$ cat src/rtl/ex_hazard_ctrl.sv
// Pipeline hazard controller for the EX stage: branch flush, multi-cycle
// EX occupancy and load-use stall, plus saturating stall/flush statistics.
module ex_hazard_ctrl #(
  parameter int MC_LATENCY = 4
) (
  input  logic        clk,
  input  logic        rst,
  input  logic [4:0]  id_rs,
  input  logic [4:0]  id_rt,
  input  logic        ex_mem_read,
  input  logic [4:0]  ex_rt,
  input  logic        ex_multi,
  input  logic        br_taken,
  input  logic        stat_clr,
  output logic        pc_write,
  output logic        ifid_write,
  output logic        ifid_flush,
  output logic        idex_bubble,
  output logic        exmem_bubble,
  output logic        ex_hold,
  output logic        busy,
  output logic [15:0] stall_cycles,
  output logic [7:0]  flush_events
);

  typedef enum logic {
    RUN    = 1'b0,
    MCBUSY = 1'b1
  } state_t;

  // First MCBUSY cycle sees MC_LATENCY-1; release happens when it reaches 1.
  localparam logic [3:0] CNT_INIT = 4'(MC_LATENCY - 1);

  state_t      state_q, state_d;
  logic [3:0]  cnt_q, cnt_d;
  logic [15:0] stall_q;
  logic [7:0]  flush_q;
  logic        load_use;

  // Register $zero never carries a real dependency.
  assign load_use = ex_mem_read && (ex_rt != 5'd0) &&
                    ((ex_rt == id_rs) || (ex_rt == id_rt));

  // Output decode and next-state: branch > multi-cycle op > load-use.
  always_comb begin
    state_d      = state_q;
    cnt_d        = cnt_q;
    pc_write     = 1'b1;
    ifid_write   = 1'b1;
    ifid_flush   = 1'b0;
    idex_bubble  = 1'b0;
    exmem_bubble = 1'b0;
    ex_hold      = 1'b0;
    if (!rst) begin
      // Reset keeps the pipeline frozen and emptied regardless of inputs.
      pc_write     = 1'b0;
      ifid_write   = 1'b0;
      ifid_flush   = 1'b1;
      idex_bubble  = 1'b1;
      exmem_bubble = 1'b1;
      state_d      = RUN;
      cnt_d        = 4'd0;
    end else if (br_taken) begin
      // Taken branch squashes everything younger, including a busy EX op.
      ifid_flush   = 1'b1;
      idex_bubble  = 1'b1;
      exmem_bubble = 1'b1;
      state_d      = RUN;
      cnt_d        = 4'd0;
    end else if (state_q == MCBUSY) begin
      if (cnt_q > 4'd1) begin
        pc_write     = 1'b0;
        ifid_write   = 1'b0;
        ex_hold      = 1'b1;
        exmem_bubble = 1'b1;
        cnt_d        = cnt_q - 4'd1;
      end else begin
        // Release cycle: EX result moves on, front end resumes.
        state_d = RUN;
        cnt_d   = 4'd0;
      end
    end else if (ex_multi) begin
      pc_write     = 1'b0;
      ifid_write   = 1'b0;
      ex_hold      = 1'b1;
      exmem_bubble = 1'b1;
      state_d      = MCBUSY;
      cnt_d        = CNT_INIT;
    end else if (load_use) begin
      pc_write    = 1'b0;
      ifid_write  = 1'b0;
      idex_bubble = 1'b1;
    end
  end

  assign busy = rst && (state_q == MCBUSY);

  // FSM state and occupancy counter.
  always_ff @(posedge clk or negedge rst) begin
    if (!rst) begin
      state_q <= RUN;
      cnt_q   <= 4'd0;
    end else begin
      state_q <= state_d;
      cnt_q   <= cnt_d;
    end
  end

  // Saturating statistics; clear wins over increment.
  always_ff @(posedge clk or negedge rst) begin
    if (!rst) begin
      stall_q <= 16'd0;
      flush_q <= 8'd0;
    end else if (stat_clr) begin
      stall_q <= 16'd0;
      flush_q <= 8'd0;
    end else begin
      if (!pc_write && (stall_q != 16'hFFFF)) stall_q <= stall_q + 16'd1;
      if (br_taken && (flush_q != 8'hFF))     flush_q <= flush_q + 8'd1;
    end
  end

  assign stall_cycles = stall_q;
  assign flush_events = flush_q;

endmodule

$ cat config.mk
export PLATFORM = sky130hd
export DESIGN_NAME = ex_hazard_ctrl
export DESIGN_NICKNAME = d
export VERILOG_FILES = /design/src/rtl/ex_hazard_ctrl.sv
export SDC_FILE = /design/constraint.sdc
export NUM_CORES = 1
export LEC_CHECK = 0
export CORE_MARGIN = 5
export CORE_UTILIZATION = 51
export DETAILED_ROUTE_END_ITERATION = 7
export GPL_TIMING_DRIVEN = 0
export MAX_ROUTING_LAYER = met4
export PLACE_DENSITY = 0.95
export SLEW_MARGIN = 10
export SYNTH_ARGS = -nofsm -noshare
export SYNTH_HDL_FRONTEND = slang
export SYNTH_SLANG_ARGS = --single-unit
$ cat constraint.sdc
create_clock -name clk -period 5.12 [get_ports clk]
set_clock_uncertainty 0.15 [all_clocks]
set_input_delay 1.024 -clock clk [delete_from_list [all_inputs] [get_ports clk]]
set_output_delay 1.024 -clock clk [all_outputs]
set_load 0.03 [all_outputs]
# == Yosys cells after proc, flatten, opt, wreduce, memory -nomap -nowiden ==
# Index checks and enable logic that the tools add are counted.
# word_totals
ff_bits,29
in_bits,21
out_inout_bits,31
elab_cells,52
# classes
add_sub_neg,3
magnitude_cmp,1
eq_ne,5
mux,29
reduce_logical,10
# ops
operator,n
$mux W16,2
$mux W1,20
$mux W4,5
$add A16 B1 Y16 const B,1
$mux W8,2
$ne A16 B16 Y1 const B,1
$eq A5 B5 Y1,2
$add A8 B1 Y8 const B,1
$ne A8 B8 Y1 const B,1
$logic_and A1 B1 Y1,5
$reduce_bool A5 Y1,1
$gt A4 B1 Y1 const B,1
$ne A4 B1 Y1 const B,1
$reduce_bool A2 Y1,2
$sub A4 B1 Y4 const B,1
$logic_not A1 Y1,1
$logic_or A1 B1 Y1,1

# == Longest topological paths before layout ==
# Gate-level depths: netlist of the first run.
# logic_depth
depth_word,12
ltp_mapped,11
depth_no_buf,9

# == Least setup slack after synthesis of the first run ==
# OpenSTA, ideal clock, no wires.
# synth_path
path_type,in2out
start,in ex_rt[3]
end,out idex_bubble
arrival_time_ns,2.751
required_time_ns,3.946
slack_ns,1.195
path_stages,5
n_path_buf,0
cell_sequence,xor2_1 -> nor3_2 -> a22oi_1 -> nand2b_1 -> o311ai_0
# synth_via
elab_chain_cells,8
word_cells_on_any_way,11
classes_between,eq/ne: 2; mux: 5; reduce/logical: 4
# synth_rtl
item,line,text
"start, declared",11,"input logic [4:0] ex_rt,"
$eq A5 B5 Y1 or $reduce_bool A5 Y1 (tied branches),"42, 41",
$logic_or A1 B1 Y1 or $logic_and A1 B1 Y1 (tied branches),"42, 41",
$logic_and A1 B1 Y1 (*),41,assign load_use = ex_mem_read && (ex_rt != 5'd0) &&
$mux W1 (*),89,end else if (load_use) begin
$mux W1 (*),82,end else if (ex_multi) begin
$mux W1 (*),70,end else if (state_q == MCBUSY) begin
$mux W1 (*),63,end else if (br_taken) begin
$mux W1 (*),54,if (!rst) begin
"end, declared",18,"output logic idex_bubble,"
# Mark *: on every way between the ends. The rest lies on a longest branch, timed or not.

# == Worst setup path in the final report of the first run ==
# layout_path
start,in ex_rt[1]
end,out pc_write
# layout_via
elab_chain_cells,8
word_cells_on_any_way,11
classes_between,eq/ne: 2; mux: 5; reduce/logical: 4
# layout_rtl
item,line,text
$eq A5 B5 Y1 or $reduce_bool A5 Y1 (tied branches),"42, 41",
$logic_or A1 B1 Y1 or $logic_and A1 B1 Y1 (tied branches),"42, 41",
$logic_and A1 B1 Y1 (*),41,
$mux W1 (*),89,
$mux W1 (*),82,
$mux W1 (*),70,
$mux W1 (*),63,
$mux W1 (*),54,
"end, declared",15,"output logic pc_write,"
# Marks and branches as above.

==> key figures, run 1 <==
Hold path
  • Hold Crit Class: flip-flop to flip-flop
  • Hold path cells: 2

Clock tree
  • CTS resizes: 0
  • Longest Clk Path Bufs: 2
  • Worst-Skew Late Latency: 0.33 ns
  • Post CTS Setup Buffer Count: 0
  • CTS Buf Count: 5
  • Clk root buf: clkbuf_4
  • Clock Pin Slew Worst Setup and Hold Paths: 0.09 ns
  • Clock Sinks: 29
  • CTS Hold Bufs: 0
  • H-tree depth: 2
  • CTS tree: done

Floorplanning
  • Die Y: 69.1 um
  • Core Area: 3360 um2
  • Die extent in x: 69.1 um
  • Full die area: 4780 um2
  • # rows: 21
  • # IOs: 52
  • Initial Util: 53.0%

STA
  • Setup TNS: 0 ns
  • Unrepaired setup endpoints after global routing: false
  • Final period utilization: 89.7%
  • Worst hold slack: 0.421 ns
  • Worst Max-Slew Pin Slew: 0.709 ns
  • Slew Limit Fails: 0
  • Final Hold Viols: 0
  • Min Tclk post-route: 4.59 ns
  • Fmax achieved: 0.218 GHz
  • Slew margin rel.: 52.7%
  • Setup-failing EPs final: 0

Synthesis
  • Post-synth ARST share: 100%
  • Post-Syn Area: 1780 um2
  • Largest area contributor in the netlist: dfrtp_1
  • Post-synth net total: 218
  • Sequential share of the synthesized area: 40.7%
  • Synth area leaders: dfrtp_1, xor2_1, nor2_1, a21oi_1, ha_1
  • Syn. warnings: 0
  • Main synth FF type: dfrtp_1
  • FF+latch count, synth: 29
  • Cells after Synth: 193
  • Avg Cell Area, Syn: 9.23 um2
  • Synth top area share: 40.7%
  • Count of different cell masters after synthesis: 46
  • Number of flops mapped to enable cells by yosys: 0

Setup path
  • Crit path buf inv count: 3
  • Crit end category: output port
  • Reg-to-reg critical path startpoint: cnt_q[0]
  • Critical Path Fanout Max: 3
  • Crit Path Class: input port to output port
  • WP data required: 3.95 ns
  • RR Endpoint: stall_cycles[10]
  • Worst Reg2Reg Path Length in Cells: 10
  • Critical path capture point: pc_write
  • Critical Path Stages: 8
  • Delay-heaviest family, CP: buffers and inverters
  • Cells along the critical path: clkdlybuf4s50_1 > or4_1 > o21a_1 > nand2b_1 > a21bo_2 > and2_1 > buf_4 > clkdlybuf4s50_1
  • Crit path launch: ex_rt[1]
  • Critical Path Most Common Cell: clkdlybuf4s50_1
  • Arr. time, crit path: 3.42 ns
  • Largest stage delay on the critical path: 0.66 ns
  • Startpoint types: input port
  • Crit-path slowest cell: clkdlybuf4s50_1
  • Flop2flop setup slack: 2.38 ns

Power and ir drop
  • Max IR drop VDD: 0.138 mV
  • Internal power: 0.333 mW
  • Clock Power Share: 28.4%
  • Sequential power share: 50.4%
  • Gate power share: 21.3%
  • Pwr per Cell Area: 200 nW/um2
  • Leakage: 0.942 nW
  • Net Sw Frac: 30.4%
  • NetSw: 0.145 mW

Final layout
  • Layout cells sized above 1: 9.16%
  • Area grow syn2layout: 33.9%
  • Final-layout fill cell count: 291
  • Final antenna diode count: 0
  • Net count, final: 275

Run status
  • Status: finished, final reports clean

Placement
  • IO Port Bufs: 50
  • Post-DP HPWL: 3240 um
  • GP Congestion: 0.896

Global routing
  • Total grt overflow: 0
  • First-pass GRT wire length: 7480 um
  • Pin count of the biggest net entering global routing: 36
  • Initial antenna violation count: 0
  • Total global-route track usage: 19.3%
  • Vias in the first global route: 1592

Run
  • # Max-Cap Violations: 0

Route
  • Vias after detailed routing: 1622
  • DR DRC count: 0
  • Routed wire length: 4170 um
  • TritonRoute pass-1 iters: 4
  • Vias/cell: 5.46
  • WL/cell: 14.0 um
  • Antenna Nets Post-Route: 0
  • Iter 0 DRT Violations: 89
[cells in the mapped netlist (4+ instances only)]
master and n:
inv_1 6, nand2_1 10, ha_1 4, o31ai_1 5, xnor2_1 4, o21ai_0 7
a21oi_1 13, nand3_1 9, or4_1 5, or3_1 6, nor2_1 23, xor2_1 17
nand4_1 5, dfrtp_1 29
[per-layer routing]
metal  global-route usage (%)  vias to the layer above  part of all wire [%]
li1                         -                      802                     -
met1                     24.7                      754                    46
met2                     30.3                       60                    46
met3                     5.38                        6                   6.5
met4                     4.56                        0                  0.94
met5                        -                        -                     0
[cells by family after synthesis]
logic type               synth area share, %
buffers and inverters                   3.79
multiplexers                            2.95
adder cells (fa/ha/maj)                 2.81
AND/OR/NAND/NOR                         25.7
flip-flops                              40.7
AO/OA/AOI/OAI                           13.7
XOR/XNOR                                10.3
[layout by cell type (no fill, tap or decap), drive strengths merged, types with 4 or more instances in the layout]
master and count:
a21oi 13, and2 4, buf 6, clkbuf 9
clkdlybuf4s50 49, dfrtp 29, ha 4, inv 6
nand2 11, nand3 9, nand4 5, nor2 24
o21ai 7, o31ai 5, or3 7, or4 5
xnor2 4, xor2 17
[area by class of cell]
type / instances / area [um2] / share of cell area [%]
multi-input combinational: 150 / 988 / 41.4
sequential: 29 / 726 / 30.4
buffer: 8 / 45.0 / 1.89
inverter: 6 / 22.5 / 0.944
clock buffer: 6 / 41.3 / 1.73
tap: 46 / 57.6 / 2.41
timing repair buffer: 50 / 495 / 20.8
clock inverter: 2 / 10.0 / 0.420
[state kept, by name (all words and copies together), names as in the netlist]
| name | flops |
|---|---|
| state_q | 1 |
| flush_events | 8 |
| stall_cycles | 16 |
| cnt_q | 4 |
[power groups by stage]
stage | Clock (mW) | Sequential [mW] | Combinational (mW)
floorplan | 0 | 0.253 | 0.0488
global placement | 0 | 0.245 | 0.101
detailed placement | 0 | 0.245 | 0.103
CTS | 0.138 | 0.241 | 0.103
global route | 0.153 | 0.242 | 0.112
finish | 0.136 | 0.241 | 0.102
[worst min path at each step]
stage / startpoint / to / slack [ns]
CTS: cnt_q[1] / cnt_q[1] / 0.43
finish: cnt_q[1] / cnt_q[1] / 0.42
floorplan: cnt_q[1] / cnt_q[1] / 0.37
global route: stall_cycles[13] / stall_cycles[13] / 0.47
global placement: cnt_q[1] / cnt_q[1] / 0.39
detailed placement: cnt_q[1] / cnt_q[1] / 0.41
[worst register-to-register path, cell delays in order (launching register included)]
cell	delay, ns
dfrtp_1	0.40
inv_1	0.07
ha_1	0.22
or2_4	0.25
a31oi_4	0.20
nand2_2	0.05
or3_4	0.38
and2_4	0.17
buf_6	0.14
nor4b_2	0.27
mux2_1	0.34
[stage by stage]
stage               instance area [um2]  worst slack, ns  std cells  total power [mW]  util [%]
CTS                                2390            0.511        297             0.482      70.9
floorplan                          1780             1.20        193             0.301         -
finish                             2390            0.526        297             0.478      70.9
global route                       2390            0.419        297             0.506      70.9
global placement                   2340           0.0393        289             0.346      69.6
detailed placement                 2330            0.518        289             0.348      69.4
Power figures use the tool's default switching activity.
==> inputs of run 2 (changes only) <==
CTS_CLUSTER_DIAMETER = 80   (was not set)
==> results of run 2 <==
The final DEF is identical to that of run 1; final timing and power are the same.
==> inputs of run 3 (changes only) <==
CORE_UTILIZATION = 53   (was 51)
CTS_BUF_LIST = sky130_fd_sc_hd__clkbuf_8   (was not set)
==> key figures, run 3 (same netlist as run 1, synthesis figures left out) <==
Placement
  • Post-DP HPWL: 3250 um (+0.40%)
  • GP Congestion: 0.858 (-4.2%)
  • Worst slack at placement: 0.516 ns (-0.00150 ns)
  • IO Port Bufs: 50 (unchanged)

Power and ir drop
  • Net Sw Frac: 27.7% (-2.7 points)
  • Max IR drop VDD: 0.168 mV (+22%)
  • Leakage: 0.958 nW (+1.7%)
  • Clock Power Share: 35.4% (+7.0 points)
  • Pwr per Cell Area: 220 nW/um2 (+9.9%)
  • NetSw: 0.148 mW (+1.6%)
  • Gate power share: 19.3% (-2.0 points)
  • Internal power: 0.386 mW (+16%)
  • Sequential power share: 45.3% (-5.1 points)

Final layout
  • Max FFs per register: 16 (unchanged)
  • Final-layout fill cell count: 228 (-22%)
  • Final antenna diode count: 0 (unchanged)
  • Commonest non-fill, non-tap cell in the layout: clkdlybuf4s50_1
  • Sequential Area: 726 um2 (unchanged)
  • Net count, final: 275 (unchanged)
  • Most frequent cells in the layout: clkdlybuf4s50_1, dfrtp_1, nor2_1, xor2_1, a21oi_1
  • Multi-input logic area: 988 um2 (unchanged)
  • Area grow syn2layout: 35.9%
  • Layout cells sized above 1: 8.80% (-0.36 points)

Floorplanning
  • Full die area: 4620 um2 (-3.2%)
  • Core Area: 3280 um2 (-2.3%)
  • Initial Util: 54.2% (+1.3 points)
  • # IOs: 52 (unchanged)
  • # rows: 21 (unchanged)
  • Die Y: 68.0 um (-1.6%)
  • Die extent in x: 68.0 um (-1.6%)

Route
  • Antenna Nets Post-Route: 0 (unchanged)
  • WL/cell: 15.2 um (+8.6%)
  • Vias/cell: 5.62 (+2.9%)
  • Routed wire length: 4510 um (+8.2%)
  • Vias after detailed routing: 1663 (+2.5%)
  • Iter 0 DRT Violations: 121 (+36%)
  • TritonRoute pass-1 iters: 4 (unchanged)
  • DR DRC count: 0 (unchanged)

Setup path
  • Arr. time, crit path: 3.42 ns (about the same)
  • Cells along the critical path: clkdlybuf4s50_1 > or4_1 > o21a_1 > nand2b_1 > a21bo_2 > and2_1 > buf_4 > clkdlybuf4s50_1
  • Critical Path Most Common Cell: clkdlybuf4s50_1
  • RR Endpoint: stall_cycles[10]
  • Flop2flop setup slack: 2.35 ns (-0.03 ns)
  • Crit path buf inv count: 3 (unchanged)
  • Worst Reg2Reg Path Length in Cells: 10 (unchanged)
  • Critical path capture point: pc_write
  • WP data required: 3.95 ns (about the same)
  • Crit Path Class: input port to output port
  • Crit-path slowest cell: clkdlybuf4s50_1
  • Crit end category: output port
  • Reg-to-reg critical path startpoint: cnt_q[0]
  • Critical Path Fanout Max: 3 (unchanged)
  • Critical Path Stages: 8 (unchanged)
  • Delay-heaviest family, CP: buffers and inverters
  • Startpoint types: input port
  • Crit path launch: ex_rt[1]
  • Largest stage delay on the critical path: 0.66 ns (about the same)

Global routing
  • Vias in the first global route: 1696 (+6.5%)
  • Total global-route track usage: 22.7% (+3.4 points)
  • Pin count of the biggest net entering global routing: 36 (unchanged)
  • Total grt overflow: 0 (unchanged)
  • Initial antenna violation count: 0 (unchanged)
  • First-pass GRT wire length: 7580 um (+1.3%)

Clock tree
  • CTS Buf Count: 5 (unchanged)
  • Clk root buf: clkbuf_8
  • CTS tree: done
  • Clock Pin Slew Worst Setup and Hold Paths: 0.06 ns (-0.03 ns)
  • Longest Clk Path Bufs: 2 (unchanged)
  • Post CTS Setup Buffer Count: 0 (unchanged)
  • H-tree depth: 2 (unchanged)
  • CTS resizes: 0 (unchanged)
  • Worst-Skew Late Latency: 0.29 ns (-0.04 ns)
  • Clock Sinks: 29 (unchanged)
  • CTS Hold Bufs: 0 (unchanged)

STA
  • Slew margin rel.: 52.1% (-0.57 points)
  • Fmax achieved: 0.218 GHz (about the same)
  • Unrepaired setup endpoints after global routing: false
  • Fin worst setup slack: 0.529 ns (+0.00361 ns)
  • Setup TNS: 0 ns (unchanged)
  • Final period utilization: 89.7% (about the same)
  • Slew Limit Fails: 0 (unchanged)
  • Setup-failing EPs final: 0 (unchanged)
  • Worst Max-Slew Pin Slew: 0.718 ns (+0.00851 ns)
  • Final Hold Viols: 0 (unchanged)
  • Min Tclk post-route: 4.59 ns (-0.00361 ns)

Run
  • # Max-Cap Violations: 0 (unchanged)

Hold path
  • Hold Crit Class: flip-flop to flip-flop

Run status
  • Status: finished, final reports clean
## run 3: cell count changes in the layout (fill, tap and decap cells not counted), sizes merged
| cell | previous run | this run |
|---|---|---|
| inv | 6 | 7 |
| clkinv | 2 | 0 |
## run 3: routing by layer
| layer | global-route usage (%) | part of all wire, % | up-vias | routed length, um |
|---|---|---|---|---|
| met5 | - | 0 | - | 0 |
| met4 | 11.9 | 2.4 | 0 | 106 |
| met3 | 7.06 | 10 | 10 | 450 |
| met2 | 34.5 | 49 | 81 | 2200 |
| met1 | 26.8 | 39 | 775 | 1750 |
| li1 | - | - | 797 | - |
## run 3: area by class of cell
| class | count | area share, % |
|---|---|---|
| clock buffers | 6 | 3.41 |
| multi-input cells | 150 | 40.8 |
| flip-flops and latches | 29 | 30.0 |
| well taps | 46 | 2.38 |
| inverters | 6 | 0.930 |
| clock inverters | 1 | 0.155 |
| repair buffers | 50 | 20.5 |
| plain buffers | 8 | 1.86 |
## run 3: stage by stage
stage | utilization (%) | hold slack (ns) | power [mW] | instance area, um2 | std cells
after floorplan | - | 0.366 | 0.301 | 1780 | 193
after global placement | 71.2 | 0.397 | 0.346 | 2340 | 289
after detailed placement | 71.1 | 0.403 | 0.349 | 2330 | 289
after CTS | 73.7 | 0.421 | 0.539 | 2420 | 296
after global routing | 73.7 | 0.448 | 0.559 | 2420 | 296
final | 73.7 | 0.414 | 0.533 | 2420 | 296
## run 3: worst reg2reg max path, stage by stage (launching register included)
cell     delay [ns]
dfrtp_1        0.40
inv_1          0.07
ha_1           0.24
or2_4          0.26
a31oi_4        0.21
nand2_2        0.06
or3_4          0.38
and2_4         0.17
buf_6          0.13
nor4b_2        0.26
mux2_1         0.34
## run 3: worst min-delay path by stage
stage,from,end,cells past startpoint
floorplan,cnt_q[1],cnt_q[1],2
global placement,cnt_q[1],cnt_q[1],2
CTS,flush_events[5],flush_events[5],2
global route,flush_events[5],flush_events[5],2
finish,flush_events[5],flush_events[5],2
detailed placement,flush_events[5],flush_events[5],2
## run 3: power by group through the flow
stage,sequential (mW),combinational (mW),clock [mW]
final,0.242,0.103,0.189
after global routing,0.242,0.113,0.205
after CTS,0.241,0.104,0.194
after detailed placement,0.245,0.103,0
after global placement,0.245,0.101,0
after floorplan,0.253,0.0488,0
